[src/rtl/vga_line_pkg.sv]
// Shared types and constants for the scan-doubler line RAM scheduler.
//   DEF_DATA_W  : default pixel width (RGB555)
//   LINE_AW     : line RAM address width, {bank, column}
//   COL_W       : pixel column width
//   SYNC_CNT_W  : width of the frame-sync delay counter
//   sync_state_t: frame-sync FSM state encoding
//   wr_entry_t  : one queued PPU pixel write at the default pixel width
package vga_line_pkg;

  localparam int unsigned DEF_DATA_W = 15;
  localparam int unsigned LINE_AW    = 9;
  localparam int unsigned COL_W      = 8;
  localparam int unsigned SYNC_CNT_W = 16;

  typedef logic [1:0] sync_state_t;
  localparam sync_state_t SyncIdle  = 2'd0;
  localparam sync_state_t SyncArmed = 2'd1;
  localparam sync_state_t SyncFire  = 2'd2;

  typedef struct packed {
    logic                  bank;
    logic [COL_W-1:0]      x;
    logic [DEF_DATA_W-1:0] data;
  } wr_entry_t;

endpackage

[src/rtl/vga_line_scheduler_if.sv]
// Single-port line RAM bus between the scheduler and the RAM macro.
//   ram_addr  : {bank, column}
//   ram_we    : write enable
//   ram_wdata : write data
//   ram_rdata : registered read data, one cycle after the address
// master = scheduler side, slave = RAM side.
interface vga_line_scheduler_if import vga_line_pkg::*; #(
  parameter int unsigned DATA_W = DEF_DATA_W
);
  logic [LINE_AW-1:0] ram_addr;
  logic               ram_we;
  logic [DATA_W-1:0]  ram_wdata;
  logic [DATA_W-1:0]  ram_rdata;

  modport master (output ram_addr, output ram_we, output ram_wdata, input ram_rdata);
  modport slave  (input ram_addr, input ram_we, input ram_wdata, output ram_rdata);
endinterface

[src/rtl/line_wr_fifo.sv]
// Small synchronous FIFO holding PPU pixel writes until a RAM write slot.
//   clk, reset_n : clock, synchronous active-low reset
//   push         : write request (dropped when full with no pop in the same cycle)
//   push_data    : entry to enqueue
//   pop          : dequeue request (ignored when empty)
//   head         : entry at the head of the queue
//   empty        : no entries queued
//   overflow     : sticky, registered; set when a push was dropped
module line_wr_fifo import vga_line_pkg::*; #(
  parameter type         entry_t    = wr_entry_t,
  parameter int unsigned FIFO_DEPTH = 4
) (
  input  logic   clk,
  input  logic   reset_n,
  input  logic   push,
  input  entry_t push_data,
  input  logic   pop,
  output entry_t head,
  output logic   empty,
  output logic   overflow
);

  localparam int unsigned PtrW = (FIFO_DEPTH > 1) ? $clog2(FIFO_DEPTH) : 1;
  localparam int unsigned CntW = PtrW + 1;

  entry_t          mem_q [FIFO_DEPTH];
  logic [PtrW-1:0] wr_ptr_q, rd_ptr_q;
  logic [CntW-1:0] cnt_q;
  logic            overflow_q;
  logic            full, do_push, do_pop;

  assign empty   = (cnt_q == '0);
  assign full    = (cnt_q == CntW'(FIFO_DEPTH));
  assign do_pop  = pop && !empty;
  // A same-cycle pop frees a slot, so a push is accepted even when full.
  assign do_push = push && (!full || do_pop);

  assign head     = mem_q[rd_ptr_q];
  assign overflow = overflow_q;

  always_ff @(posedge clk) begin
    if (!reset_n) begin
      wr_ptr_q   <= '0;
      rd_ptr_q   <= '0;
      cnt_q      <= '0;
      overflow_q <= 1'b0;
    end else begin
      if (do_push) wr_ptr_q <= wr_ptr_q + PtrW'(1);
      if (do_pop)  rd_ptr_q <= rd_ptr_q + PtrW'(1);
      if (do_push && !do_pop)      cnt_q <= cnt_q + CntW'(1);
      else if (do_pop && !do_push) cnt_q <= cnt_q - CntW'(1);
      if (push && !do_push) overflow_q <= 1'b1;
    end
  end

  always_ff @(posedge clk) begin
    if (do_push) mem_q[wr_ptr_q] <= push_data;
  end

endmodule

[src/rtl/vga_line_scheduler.sv]
// Scan-doubler line RAM scheduler between the NES PPU pixel writer and the
// VGA driver. Even VGA half-pixels read the RAM, odd half-pixels drain the
// PPU write FIFO. Also emits the frame sync pulse a fixed delay after each
// PPU frame start.
//   clk, reset_n     : clock, synchronous active-low reset
//   ppu_we/bank/x/data : PPU pixel write (no back-pressure)
//   ppu_frame_start  : one-cycle pulse at NES frame start
//   vga_next_x       : [9]=bank, [8:1]=column, [0]=half-pixel
//   vga_pixel        : pixel for the current cycle (2 cycles after vga_next_x)
//   vga_sync         : registered one-cycle frame sync
//   ram              : line RAM bus (master side)
//   stat_overflow    : sticky, a PPU write was dropped
module vga_line_scheduler import vga_line_pkg::*; #(
  parameter int unsigned DATA_W     = DEF_DATA_W,
  parameter int unsigned FIFO_DEPTH = 4,
  parameter int unsigned SYNC_DELAY = 16
) (
  input  logic                clk,
  input  logic                reset_n,
  input  logic                ppu_we,
  input  logic                ppu_bank,
  input  logic [COL_W-1:0]    ppu_x,
  input  logic [DATA_W-1:0]   ppu_data,
  input  logic                ppu_frame_start,
  input  logic [9:0]          vga_next_x,
  output logic [DATA_W-1:0]   vga_pixel,
  output logic                vga_sync,
  vga_line_scheduler_if.master ram,
  output logic                stat_overflow
);

  typedef struct packed {
    logic             bank;
    logic [COL_W-1:0] x;
    logic [DATA_W-1:0] data;
  } line_wr_t;

  localparam logic [SYNC_CNT_W-1:0] SyncReload = SYNC_CNT_W'(SYNC_DELAY - 1);

  line_wr_t wr_in, wr_head;
  logic     fifo_empty, slot_odd, pop;

  logic [LINE_AW-1:0] ram_addr_d, ram_addr_q;
  logic [DATA_W-1:0]  ram_wdata_d, ram_wdata_q;
  logic               ram_we_d, ram_we_q;
  logic               rd_pend_d, rd_pend_q, rd_pend_dly_q;
  logic [DATA_W-1:0]  pixel_hold_q;

  sync_state_t             state_d, state_q;
  logic [SYNC_CNT_W-1:0]   cnt_d, cnt_q;
  logic                    sync_d, sync_q;

  assign wr_in    = '{bank: ppu_bank, x: ppu_x, data: ppu_data};
  assign slot_odd = vga_next_x[0];
  assign pop      = slot_odd && !fifo_empty;

  line_wr_fifo #(
    .entry_t    (line_wr_t),
    .FIFO_DEPTH (FIFO_DEPTH)
  ) u_wr_fifo (
    .clk       (clk),
    .reset_n   (reset_n),
    .push      (ppu_we),
    .push_data (wr_in),
    .pop       (pop),
    .head      (wr_head),
    .empty     (fifo_empty),
    .overflow  (stat_overflow)
  );

  // Slot selection: even half-pixel always reads, odd drains one write.
  always_comb begin
    ram_addr_d  = ram_addr_q;
    ram_wdata_d = ram_wdata_q;
    ram_we_d    = 1'b0;
    rd_pend_d   = 1'b0;
    if (!slot_odd) begin
      ram_addr_d = {vga_next_x[9], vga_next_x[8:1]};
      rd_pend_d  = 1'b1;
    end else if (pop) begin
      ram_addr_d  = {wr_head.bank, wr_head.x};
      ram_wdata_d = wr_head.data;
      ram_we_d    = 1'b1;
    end
  end

  always_comb begin
    state_d = state_q;
    cnt_d   = cnt_q;
    unique case (state_q)
      SyncIdle: begin
        if (ppu_frame_start) begin
          state_d = SyncArmed;
          cnt_d   = SyncReload;
        end
      end
      SyncArmed: begin
        // A new frame start restarts the delay rather than queueing a second pulse.
        if (ppu_frame_start)   cnt_d   = SyncReload;
        else if (cnt_q == '0)  state_d = SyncFire;
        else                   cnt_d   = cnt_q - SYNC_CNT_W'(1);
      end
      SyncFire: begin
        if (ppu_frame_start) begin
          state_d = SyncArmed;
          cnt_d   = SyncReload;
        end else begin
          state_d = SyncIdle;
        end
      end
      default: state_d = SyncIdle;
    endcase
    sync_d = (state_d == SyncFire);
  end

  always_ff @(posedge clk) begin
    if (!reset_n) begin
      ram_addr_q    <= '0;
      ram_wdata_q   <= '0;
      ram_we_q      <= 1'b0;
      rd_pend_q     <= 1'b0;
      rd_pend_dly_q <= 1'b0;
      pixel_hold_q  <= '0;
      state_q       <= SyncIdle;
      cnt_q         <= '0;
      sync_q        <= 1'b0;
    end else begin
      ram_addr_q    <= ram_addr_d;
      ram_wdata_q   <= ram_wdata_d;
      ram_we_q      <= ram_we_d;
      rd_pend_q     <= rd_pend_d;
      // Aligns with the RAM's one-cycle read latency.
      rd_pend_dly_q <= rd_pend_q;
      if (rd_pend_dly_q) pixel_hold_q <= ram.ram_rdata;
      state_q       <= state_d;
      cnt_q         <= cnt_d;
      sync_q        <= sync_d;
    end
  end

  assign ram.ram_addr  = ram_addr_q;
  assign ram.ram_we    = ram_we_q;
  assign ram.ram_wdata = ram_wdata_q;

  // Fresh read word on the even half, held copy on the odd half.
  assign vga_pixel = rd_pend_dly_q ? ram.ram_rdata : pixel_hold_q;
  assign vga_sync  = sync_q;

endmodule

[src/flat_wrapper.sv]
// flat-port wrapper written by rule: the top's interface ports become plain ports
module vga_line_scheduler_flat import vga_line_pkg::*;
#(
  parameter int unsigned DATA_W     = DEF_DATA_W,
  parameter int unsigned FIFO_DEPTH = 4,
  parameter int unsigned SYNC_DELAY = 16
)
  (clk, reset_n, ppu_we, ppu_bank, ppu_x, ppu_data, ppu_frame_start, vga_next_x, vga_pixel, vga_sync, stat_overflow, ram_ram_addr, ram_ram_we, ram_ram_wdata, ram_ram_rdata);
  vga_line_scheduler_if #(.DATA_W(DATA_W)) ram_i ();
  input  logic clk;
  input  logic reset_n;
  input  logic ppu_we;
  input  logic ppu_bank;
  input  logic [COL_W-1:0] ppu_x;
  input  logic [DATA_W-1:0] ppu_data;
  input  logic ppu_frame_start;
  input  logic [9:0] vga_next_x;
  output logic [DATA_W-1:0] vga_pixel;
  output logic vga_sync;
  output logic stat_overflow;
  output wire logic [$bits(ram_i.ram_addr)-1:0] ram_ram_addr;
  output wire logic [$bits(ram_i.ram_we)-1:0] ram_ram_we;
  output wire logic [$bits(ram_i.ram_wdata)-1:0] ram_ram_wdata;
  input wire logic [$bits(ram_i.ram_rdata)-1:0] ram_ram_rdata;
  assign ram_ram_addr = ram_i.ram_addr;
  assign ram_ram_we = ram_i.ram_we;
  assign ram_ram_wdata = ram_i.ram_wdata;
  assign ram_i.ram_rdata = ram_ram_rdata;
  vga_line_scheduler #(.DATA_W(DATA_W), .FIFO_DEPTH(FIFO_DEPTH), .SYNC_DELAY(SYNC_DELAY)) u_core (.clk(clk), .reset_n(reset_n), .ppu_we(ppu_we), .ppu_bank(ppu_bank), .ppu_x(ppu_x), .ppu_data(ppu_data), .ppu_frame_start(ppu_frame_start), .vga_next_x(vga_next_x), .vga_pixel(vga_pixel), .vga_sync(vga_sync), .ram(ram_i), .stat_overflow(stat_overflow));
endmodule
[config.mk]
export PLATFORM = sky130hd
export DESIGN_NAME = vga_line_scheduler_flat
export DESIGN_NICKNAME = d
export VERILOG_FILES = /design/src/rtl/vga_line_pkg.sv /design/src/rtl/vga_line_scheduler_if.sv /design/src/rtl/line_wr_fifo.sv /design/src/rtl/vga_line_scheduler.sv /design/src/flat_wrapper.sv
export SDC_FILE = /design/constraint.sdc
export NUM_CORES = 1
export LEC_CHECK = 0
export BUFFER_PORTS_ARGS = -buffer_cell sky130_fd_sc_hd__buf_2
export CORE_ASPECT_RATIO = 1.75
export CORE_MARGIN = 5
export CORE_UTILIZATION = 50
export DETAILED_ROUTE_END_ITERATION = 7
export GPL_TIMING_DRIVEN = 0
export PLACE_DENSITY = 0.71
export SETUP_SLACK_MARGIN = 0.2
export SLEW_MARGIN = 40
export SYNTH_ARGS = -nofsm -noshare
export SYNTH_HDL_FRONTEND = slang
export SYNTH_SLANG_ARGS = --single-unit
[constraint.sdc]
create_clock -name clk -period 3.8 [get_ports clk]
set_clock_uncertainty 0.15 [all_clocks]
set_input_delay 0.19 -clock clk [delete_from_list [all_inputs] [get_ports clk]]
set_output_delay 0.19 -clock clk [all_outputs]
set_load 0.005 [all_outputs]
After elaboration in Yosys (flattened, before gate mapping)
Memory sizes are Yosys's and may differ from the RTL's. A register that Yosys moved wholly into a read port is not among the register bits.
Cells that the tools add are included.
{ "totals": {"mem_bits_rw": 96, "elab_cells": 66, "inputBits": 53, "ff_bits": 69, "mem_count": 1, "out_inout_bits": 42} }
{ "memory_table": {"columns": ["name", "words", "width", "read_ports", "rd_clocked_by_memory_dff", "wr", "line", "source"], "rows": [
  ["u_core.u_wr_fifo.mem_q", 4, 24, 1, 1, 1, "line_wr_fifo.sv:26", "entry_t mem_q [FIFO_DEPTH];"]
]} }
{ "op_classes": {"reduce_logical": 20, "add_sub_neg": 5, "n_mux": 20, "eq_ne": 7} }
{ "op_table": {"columns": ["cell", "n"], "rows": [
  ["16-bit 2-to-1 mux", 3],
  ["16-bit one-hot mux with 2 select lines", 1],
  ["9-bit 2-to-1 mux", 2],
  ["16-bit logical NOT", 1],
  ["16-bit by 1-bit subtractor with 16-bit output (second input constant)", 1],
  ["15-bit 2-to-1 mux", 1],
  ["2-bit 2-to-1 mux", 5],
  ["1-bit logical AND", 6],
  ["3-bit 2-to-1 mux", 2],
  ["2-bit one-hot mux with 3 select lines", 1],
  ["1-bit 2-to-1 mux", 5],
  ["2-bit by 1-bit adder with 2-bit output (second input constant)", 2],
  ["2-bit equality test (second input constant)", 2],
  ["1-bit logical NOT", 4],
  ["2-bit by 1-bit inequality test with 1-bit output (second input constant)", 2],
  ["2-bit AND reduction", 2],
  ["2-bit nonzero test", 2],
  ["3-bit by 1-bit adder with 3-bit output (second input constant)", 1],
  ["3-bit equality test (second input constant)", 1],
  ["3-bit logical NOT", 1],
  ["3-bit inequality test (second input constant)", 1],
  ["3-bit AND reduction", 1],
  ["3-bit by 1-bit subtractor with 3-bit output (second input constant)", 1],
  ["2-bit by 1-bit equality test with 1-bit output (second input constant)", 1],
  ["other kinds (3)", 3]
]} }

Depth between registers and ports, before layout
Gate-level depths: netlist of the first run.
{ "depth": {"ltp_word": 10, "ltp_mapped": 11, "mapped_depth_nobuf": 9} }

Hierarchy
From an unflattened synthesis of the first run, not the netlist that was laid out.
{ "unflattened": {"hier_cells": 458, "hier_area_um2": 6581.3} }
{ "modules_own_cells": {"columns": ["module", "seq_area_each_um2", "instances", "area_per_inst_um2", "cells_each"], "rows": [
  ["line_wr_fifo", 3083.0, 1, 3993.8, 177],
  ["vga_line_scheduler", 1221.2, 1, 2587.5, 281]
]} }

Worst setup path after synthesis of the first run
Ideal clock, no wire load.
{ "synth_timing": {"path_kind": "register to register", "startpoint": "register u_core.u_wr_fifo.cnt_q[0]", "endpoint": "register u_core.u_wr_fifo.cnt_q[2]", "setup_ns": 0.070, "path_stages_with_launch": 12, "n_path_buf": 2, "period_less_slack_ns": 2.650, "path_slack_ns": 1.150, "arrival_time_ns": 2.429, "required_time_ns": 3.580, "cell_sequence": "dfxtp_1 nor3_1 nor2b_1 clkbuf_1 inv_2 clkbuf_1 ha_1 inv_1 fa_1 xor2_1 or3_1 a21oi_1"} }
{ "synth_between": {"elab_chain_cells": 9, "elab_cells_between_ends": 17, "classes_between": "2 x add/sub; 1 x eq/ne; 2 x mux; 12 x reduce/logical"} }
{ "synth_lines": {"columns": ["element", "line", "source"], "rows": [
  ["start: declaration", "line_wr_fifo.sv:28", "logic [CntW-1:0] cnt_q;"],
  ["start signal: assignment", "line_wr_fifo.sv:50", "if (do_push && !do_pop) cnt_q <= cnt_q + CntW'(1);"],
  ["start signal: assignment", "line_wr_fifo.sv:51", "else if (do_pop && !do_push) cnt_q <= cnt_q - CntW'(1);"],
  ["3-bit logical NOT", "line_wr_fifo.sv:32", "assign empty = (cnt_q == '0);"],
  ["1-bit logical NOT", "line_wr_fifo.sv:34, vga_line_scheduler.sv:55", null],
  ["1-bit logical AND", "vga_line_scheduler.sv:55", "assign pop = slot_odd && !fifo_empty;"],
  ["1-bit logical AND", "line_wr_fifo.sv:34", "assign do_pop = pop && !empty;"],
  ["1-bit logical OR", "line_wr_fifo.sv:36", "assign do_push = push && (!full || do_pop);"],
  ["1-bit logical AND", "line_wr_fifo.sv:36", null],
  ["1-bit logical NOT", "line_wr_fifo.sv:51", null],
  ["1-bit logical AND", "line_wr_fifo.sv:51", null],
  ["2-bit nonzero test (no source line)", null, null]
]} }
Several ways; a longest one is shown, not always the timed one. The select of a mux whose other input is x is not followed.
A chain may end at the register's enable or synchronous reset.

Final worst setup path of the first run
Same ends and word-level chain as after synthesis.

==> metrics.md, run 1 <==
| Metric | Value |
|---|---|
| Clock root buffer | clkbuf_16 |
| Worst Hold Depth | 3 |
| Register area share after synthesis | 0.667 |
| Cell leakage power | between 3 and 4 nW |
| Number of global-route vias before repair | 4457 |
| Register Area | 4300 µm² |
| Synthesized flop and latch total | 167 |
| CP Launch Type | register |
| First-pass DRT Iterations | 4 |
| Max-cap viol count | 0 |
| Slew Limit Fails | 0 |
| CP max FO | 10 |
| Worst-margin pin slew | between 0.7 and 0.8 ns |
| Top-level port count | 95 |
| Final Net Count | around 670 |
| Post-Syn Nets | 509 |
| GRT Util Overall | 0.186 |
| Initial DRC count | 173 |
| Syn avg cell area | 14.4 µm² |
| Largest net degree at the start of global routing | 25 |
| Setup Buffers After CTS | 0 |
| Critical Path RT | 4.00 ns |
| Drt drc | 0 |
| ANT cells | 0 |
| Synth unique cells | 46 |
| GP Congestion | ~0.84 |
| CTS max path bufs | 2 |
| Setup Total Neg Slack | 0 ns |
| CORE AREA | 12800 µm² |
| Via count | around 4200 |
| Via density | 5.27 |
| CTS resizes | 0 |
| Global-route wire length before repair | about 22 mm |
| WL/cell | between 15 and 20 µm |
| Share of layout cells above drive strength 1 | 0.287 |
| Area taken by multi-input logic gates | 2040 µm² |
| Filler Cell Count | approximately 980 |
| Initial core utilization | 0.504 |
| Worst slack, placed | between 0.5 and 0.6 ns |
| PwrDens | ~590 nW/µm² |
| Port Buffers | 94 |
| H-tree Lvls | 4 |
| Clock sink count | around 170 |
| Die boundary height | roughly 160 µm |
| Cells after synthesis | about 450 |
| Clk_lat worst skew | roughly 0.42 ns |
| Detail Route Antenna Nets | 0 |
| Setup Viol. Count Final | 0 |
| Hold Path Class | input port to register |
| CTS Buf Count | 17 |
| Slew HR | 0.532 |
| Synth Flop Type | edfxtp_1 |
| Worst setup margin | 0.490 ns |
| Worst Setup End Kind | register |
| Drt total wl | between 10 and 15 mm |
| Die Area | between 15000 and 20000 µm² |
| Gr ovfl total | 0 |
| Std cell rows | 55 |
| Synth warnings | 0 |
| Post-synth EDFFs | between 90 and 100 |
| Die W | around 96 µm |
| RSZ-0062 raised after global routing | no |
| Post-synth ARST share | 0 |
| CP arrival | 3.50 ns |
| Flop2flop setup slack | between 0.4 and 0.5 ns |
| Clk pin slew, worst setup/hold paths | about 0.070 ns |
| Final HPWL DP | about 9.0 mm |
| R2R depth | 11 |
| Initial antenna violation count | 0 |
| Hold Slack | between 0.03 and 0.04 ns |
| Outcome | completed |
| Area Growth Syn to Fin | 27.3% |
| CTS tree | done |
| Final period util | 0.871 |
| Crit path time final | 3.31 ns |
| Post-Syn Area | around 6500 µm² |
| Maximum clock frequency | 302 MHz |
| Worst IR Drop VDD | ~0.00047 V |
| Critical path class | register to register |
| Final hold viol count | 0 |
stage by stage:
step	instances	instance area, µm²	power (mW)	utilization
floorplan	449	6450	2.91	-
global route	795	8210	5.12	0.642
global placement	714	7140	3.20	0.558
finish	795	8210	4.86	0.642
CTS	795	8210	4.92	0.642
detailed placement	714	7140	3.24	0.558
power by group:
group	internal (mW)	switching (mW)
logic	0.470	0.525
registers	2.13	0.104
clock network	0.874	0.760
path summary, 6_finish.rpt:
kind / start / end
max: u_core.u_wr_fifo.cnt_q[0] / u_core.u_wr_fifo.cnt_q[2]
min: reset_n / u_core.cnt_q[0]
max reg2reg: u_core.u_wr_fifo.cnt_q[0] / u_core.u_wr_fifo.cnt_q[2]
min reg2reg: u_core.rd_pend_q / u_core.rd_pend_dly_q
logic make-up (layout without fill, tap and decap cells):
family                     Yosys count  in the layout  share of synthesized area
xor gates and xnor gates             8              8                     0.0109
AOI/OAI and AO/OA                   64             64                     0.0549
DFF                                167            167                      0.667
muxes                               51             51                      0.129
buffers and inverters               29            204                     0.0186
adders and majority gates            7              7                     0.0147
and+or+nand+nor                    123            123                      0.106
cell usage after synthesis, types with 2 or more instances:
cell      number  area share
edfxtp_1      96        0.45
dfxtp_1       71        0.22
nand2_1       42       0.024
a21oi_1       38       0.029
mux4_2        24       0.084
and2_1        22       0.021
nor2_1        22       0.013
clkbuf_1      16      0.0093
mux2_2        15       0.026
o21ai_0       13       0.010
mux2i_1       12       0.019
ha_1           6       0.012
xor2_1         6      0.0081
inv_1          5      0.0029
nand3_1        5      0.0039
nor3_1         5      0.0039
nor2b_1        4      0.0039
or3_1          4      0.0039
a311oi_1       3      0.0041
buf_2          3      0.0023
nand2b_1       3      0.0029
nand4_1        3      0.0029
o21ai_1        3      0.0023
buf_1          2      0.0012
nor4_1         2      0.0019
nor4_4         2      0.0066
nor4b_4        2      0.0074
xnor2_1        2      0.0027
layout by cell type, fill, tap and decap left out, types with 4 or more instances in the layout:
master | synthesis | final
a21oi_1 | 38 | 38
and2_1 | 22 | 18
and2_2 | 0 | 4
buf_2 | 3 | 97
clkbuf_1 | 16 | 16
clkbuf_16 | 0 | 17
dfxtp_1 | 71 | 71
dlygate4sd3_1 | 0 | 49
edfxtp_1 | 96 | 96
ha_1 | 6 | 6
inv_1 | 5 | 5
inv_6 | 0 | 6
mux2_2 | 15 | 15
mux2i_1 | 12 | 12
mux4_2 | 24 | 24
nand2_1 | 42 | 42
nand3_1 | 5 | 5
nor2_1 | 22 | 22
nor2b_1 | 4 | 4
nor3_1 | 5 | 5
o21ai_0 | 13 | 13
or3_1 | 4 | 4
xor2_1 | 6 | 6
flip-flops by register name, summed over array words and instances, names as in the netlist, named ones only:
name	flops
u_core.u_wr_fifo.wr_ptr_q	2
u_core.u_wr_fifo.mem_q	96
u_core.ram.ram_we	1
u_core.ram.ram_addr	9
u_core.u_wr_fifo.rd_ptr_q	2
u_core.cnt_q	16
u_core.u_wr_fifo.overflow	1
u_core.u_wr_fifo.cnt_q	3
u_core.rd_pend_q	1
u_core.ram.ram_wdata	15
u_core.rd_pend_dly_q	1
u_core.state_q	2
u_core.pixel_hold_q	15
u_core.vga_sync	1
what timing repair did:
action | CTS | global route
hold endpoints to repair | 121 | 0
setup endpoints to repair | 0 | 0
hold buffers | 49 | 0
routing by layer:
layer	routed length [µm]	vias up	share of wire	global-route usage
met4	390	0	0.029	0.0842
met5	0	-	0	0
met1	5100	2053	0.38	0.209
met2	7390	113	0.55	0.328
met3	577	28	0.043	0.0417
li1	-	1994	-	-
worst max-delay path, stage by stage, from the launching register on:
cell and delay [ns]:
dfxtp_1 0.36, nor3_1 0.40, nor2b_1 0.10, clkbuf_1 0.25, inv_2 0.21, clkbuf_1 0.41
ha_1 0.28, inv_1 0.06, fa_1 0.37, xor2_1 0.16, or3_1 0.32, a21oi_1 0.17
area by class of cell:
type	instances	area share
Timing Repair Buffer	143	0.117
Multi-Input combinational cell	253	0.248
Clock inverter	15	0.0187
Clock buffer	17	0.0518
Buffer	22	0.0114
Tap cell	171	0.0260
Sequential cell	167	0.524
Inverter	7	0.00320
No activity file was read; power rests on OpenSTA's default activity.
==> run 2, diff against run 1 <==
--- a/config.mk
+++ b/config.mk
@@ -6,12 +6,14 @@
 export NUM_CORES = 1
 export LEC_CHECK = 0
 export BUFFER_PORTS_ARGS = -buffer_cell sky130_fd_sc_hd__buf_2
+export CELL_PAD_IN_SITES_DETAIL_PLACEMENT = 0
+export CELL_PAD_IN_SITES_GLOBAL_PLACEMENT = 2
 export CORE_ASPECT_RATIO = 1.75
 export CORE_MARGIN = 5
-export CORE_UTILIZATION = 50
+export CORE_UTILIZATION = 40
 export DETAILED_ROUTE_END_ITERATION = 7
 export GPL_TIMING_DRIVEN = 0
-export PLACE_DENSITY = 0.71
+export PLACE_DENSITY_LB_ADDON = 0.1
 export SETUP_SLACK_MARGIN = 0.2
 export SLEW_MARGIN = 40
 export SYNTH_ARGS = -nofsm -noshare
==> run 2 against run 1 <==
Effect of this change:
- largest power group unchanged
- flip-flop and latch count is the same
- non-clock buffer count shrank 1
- count of clock-buffer cells in the layout is the same
- via count shrank 4.1%
- combinational power shrank 1%
- sequential power is essentially flat
- total power grew 0.41%
- the flow now finishes with violations (hold timing)
- critical endpoint unchanged
- cell count grew 2.1%
==> metrics.md, run 2 (same netlist as run 1, synthesis figures left out) <==
| Metric | Value |
|---|---|
| Max-cap viol count | 0 (unchanged) |
| Setup Total Neg Slack | 0 ns (unchanged) |
| CTS Buf Count | 17 (unchanged) |
| Hold Slack | -0.000584 ns (was 0.0351 ns) |
| Area Growth Syn to Fin | 27.6% (was 27.3%) |
| Via count | 4016 (was 4188) |
| PwrDens | 593 nW/µm² (was 592 nW/µm²) |
| CP arrival | 3.46 ns (was 3.50 ns) |
| Final Net Count | 670 (was 671) |
| Share of layout cells above drive strength 1 | 0.286 (was 0.287) |
| Clock root buffer | clkbuf_16 (unchanged) |
| Met1 Usage GRT | 0.163 (was 0.209) |
| First-pass DRT Iterations | 6 (was 4) |
| Max reg flops | 96 (unchanged) |
| Via density | 4.95 (was 5.27) |
| Hold Path Class | input port to register (unchanged) |
| Initial antenna violation count | 0 (unchanged) |
| Maximum clock frequency | 305 MHz (was 302 MHz) |
| Setup Viol. Count Final | 0 (unchanged) |
| Most frequent cells in the layout | buf_2, edfxtp_1, dfxtp_1, dlygate4sd3_1, nand2_1 (unchanged) |
| Initial core utilization | 0.407 (was 0.504) |
| Clock sink count | 167 (unchanged) |
| Worst r2r src | u_core.u_wr_fifo.cnt_q[0] (unchanged) |
| Worst IR Drop VDD | 0.000336 V (was 0.000466 V) |
| Clk pin slew, worst setup/hold paths | 0.07 ns (about the same) |
| Port Buffers | 94 (unchanged) |
| CTS resizes | 0 (unchanged) |
| Final instance area | 8230 µm² (was 8210 µm²) |
| Reg with most FFs | u_core.u_wr_fifo.mem_q (unchanged) |
| Pwr Total | 4.88 mW (was 4.86 mW) |
| Final HPWL DP | 9.46 mm (was 9.03 mm) |
| H-tree Lvls | 4 (unchanged) |
| Setup Buffers After CTS | 0 (unchanged) |
| CP max FO | 10 (unchanged) |
| Drt drc | 0 (unchanged) |
| Worst-margin pin slew | 0.728 ns (was 0.701 ns) |
| CTS max path bufs | 2 (unchanged) |
| Clk_lat worst skew | 0.42 ns (about the same) |
| Final period util | 0.863 (was 0.871) |
| Number of global-route vias before repair | 4256 (was 4457) |
| Die Area | 18900 µm² (was 15400 µm²) |
| Filler Cell Count | 1412 (was 977) |
| ANT cells | 0 (unchanged) |
| WL/cell | 16.7 µm (was 16.9 µm) |
| Drt total wl | 13.6 mm (was 13.5 mm) |
| Hold path start | ram_ram_rdata[1] (was reset_n) |
| CTS tree | done (unchanged) |
| Detail Route Antenna Nets | 0 (unchanged) |
| GRT Util Overall | 0.152 (was 0.186) |
| Std cell rows | 61 (was 55) |
| Die boundary height | 178 µm (was 160 µm) |
| Crit path time final | 3.28 ns (was 3.31 ns) |
| GR Util met3 | 0.0326 (was 0.0417) |
| GP Congestion | 0.717 (was 0.838) |
| Critical path class | register to register (unchanged) |
| Cell leakage power | 3.14 nW (about the same) |
| Top-level port count | 95 (unchanged) |
| Largest registers | u_core.u_wr_fifo.mem_q (96), u_core.cnt_q (16) (unchanged) |
| Violated checks | hold timing |
| Final hold viol count | 1 (was 0) |
| Initial DRC count | 117 (was 173) |
| R2R depth | 11 (unchanged) |
| Slew HR | 0.515 (was 0.532) |
| RSZ-0062 raised after global routing | no (unchanged) |
| CP Launch Type | register (unchanged) |
| Critical Path RT | 3.99 ns (was 4.00 ns) |
| Die W | 106 µm (was 95.9 µm) |
| Largest net degree at the start of global routing | 25 (unchanged) |
| CORE AREA | 15900 µm² (was 12800 µm²) |
| Gr ovfl total | 0 (unchanged) |
| Most used routing layer | met2 (unchanged) |
| Worst Setup End Kind | register (unchanged) |
| Slew Limit Fails | 0 (unchanged) |
| Worst Hold Depth | 3 (unchanged) |
| Worst setup path startpoint | u_core.u_wr_fifo.cnt_q[0] (unchanged) |
| Global-route wire length before repair | 21.9 mm (was 21.6 mm) |
| Area after DPL | 7170 µm² (was 7140 µm²) |
| Met2 GRT Util | 0.298 (was 0.328) |
| Outcome | finished with violations (was completed) |
| Commonest non-fill, non-tap cell in the layout | buf_2 (unchanged) |
run 2: cell types whose count changed in the layout (fill, tap and decap cells not counted), sizes merged:
cell         previous run  this run
dlygate4sd3            49        48
run 2: cell type report:
cell class	instances	area (µm²)	area share
flip-flops and latches	167	4300	0.523
multi-input cells	253	2040	0.247
repair buffers	142	951	0.115
clock buffers	17	425	0.0517
well taps	189	236	0.0287
clock inverters	15	161	0.0196
plain buffers	22	93.8	0.0114
inverters	7	26.3	0.00319
run 2: worst paths after layout:
| check | endpoint | slack (ns) |
|---|---|---|
| hold reg to reg | u_core.rd_pend_dly_q | 0.29 |
| setup / recovery | u_core.u_wr_fifo.cnt_q[2] | 0.52 |
| setup reg to reg | u_core.u_wr_fifo.cnt_q[2] | 0.52 |
| hold / removal | u_core.pixel_hold_q[1] | -0.0006 |
run 2: where the power goes:
part	switching (mW)	internal (mW)
Sequential	0.0976	2.13
Combinational	0.512	0.469
Clock	0.793	0.882
run 2: per-stage QoR:
step	cells	hold slack, ns	util	worst slack (ns)
after global placement	732	0.250	0.451	0.502
after detailed placement	732	0.257	0.451	0.422
after floorplan	449	0.139	-	1.15
after CTS	812	0.00446	0.519	0.399
final	812	-0.000584	0.519	0.521
after global routing	812	0.000512	0.519	0.234
run 2: timing repair:
action | 4_1_cts | 5_1_grt
hold buffers | 48 | 0
endpoints found under the setup margin | 0 | 0
hold endpoints to repair | 120 | 0
run 2: critical path: stages (launching register included):
cell and delay [ns]:
dfxtp_1 0.35, nor3_1 0.35, nor2b_1 0.09, clkbuf_1 0.26, inv_2 0.23, clkbuf_1 0.43, ha_1 0.28, inv_1 0.06
fa_1 0.37, xor2_1 0.16, or3_1 0.32, a21oi_1 0.15
run 2: layer usage:
metal / share of wire / routed length, µm
met5: 0 / 0
met4: 0.0088 / 119
met3: 0.034 / 461
met2: 0.57 / 7800
met1: 0.38 / 5190
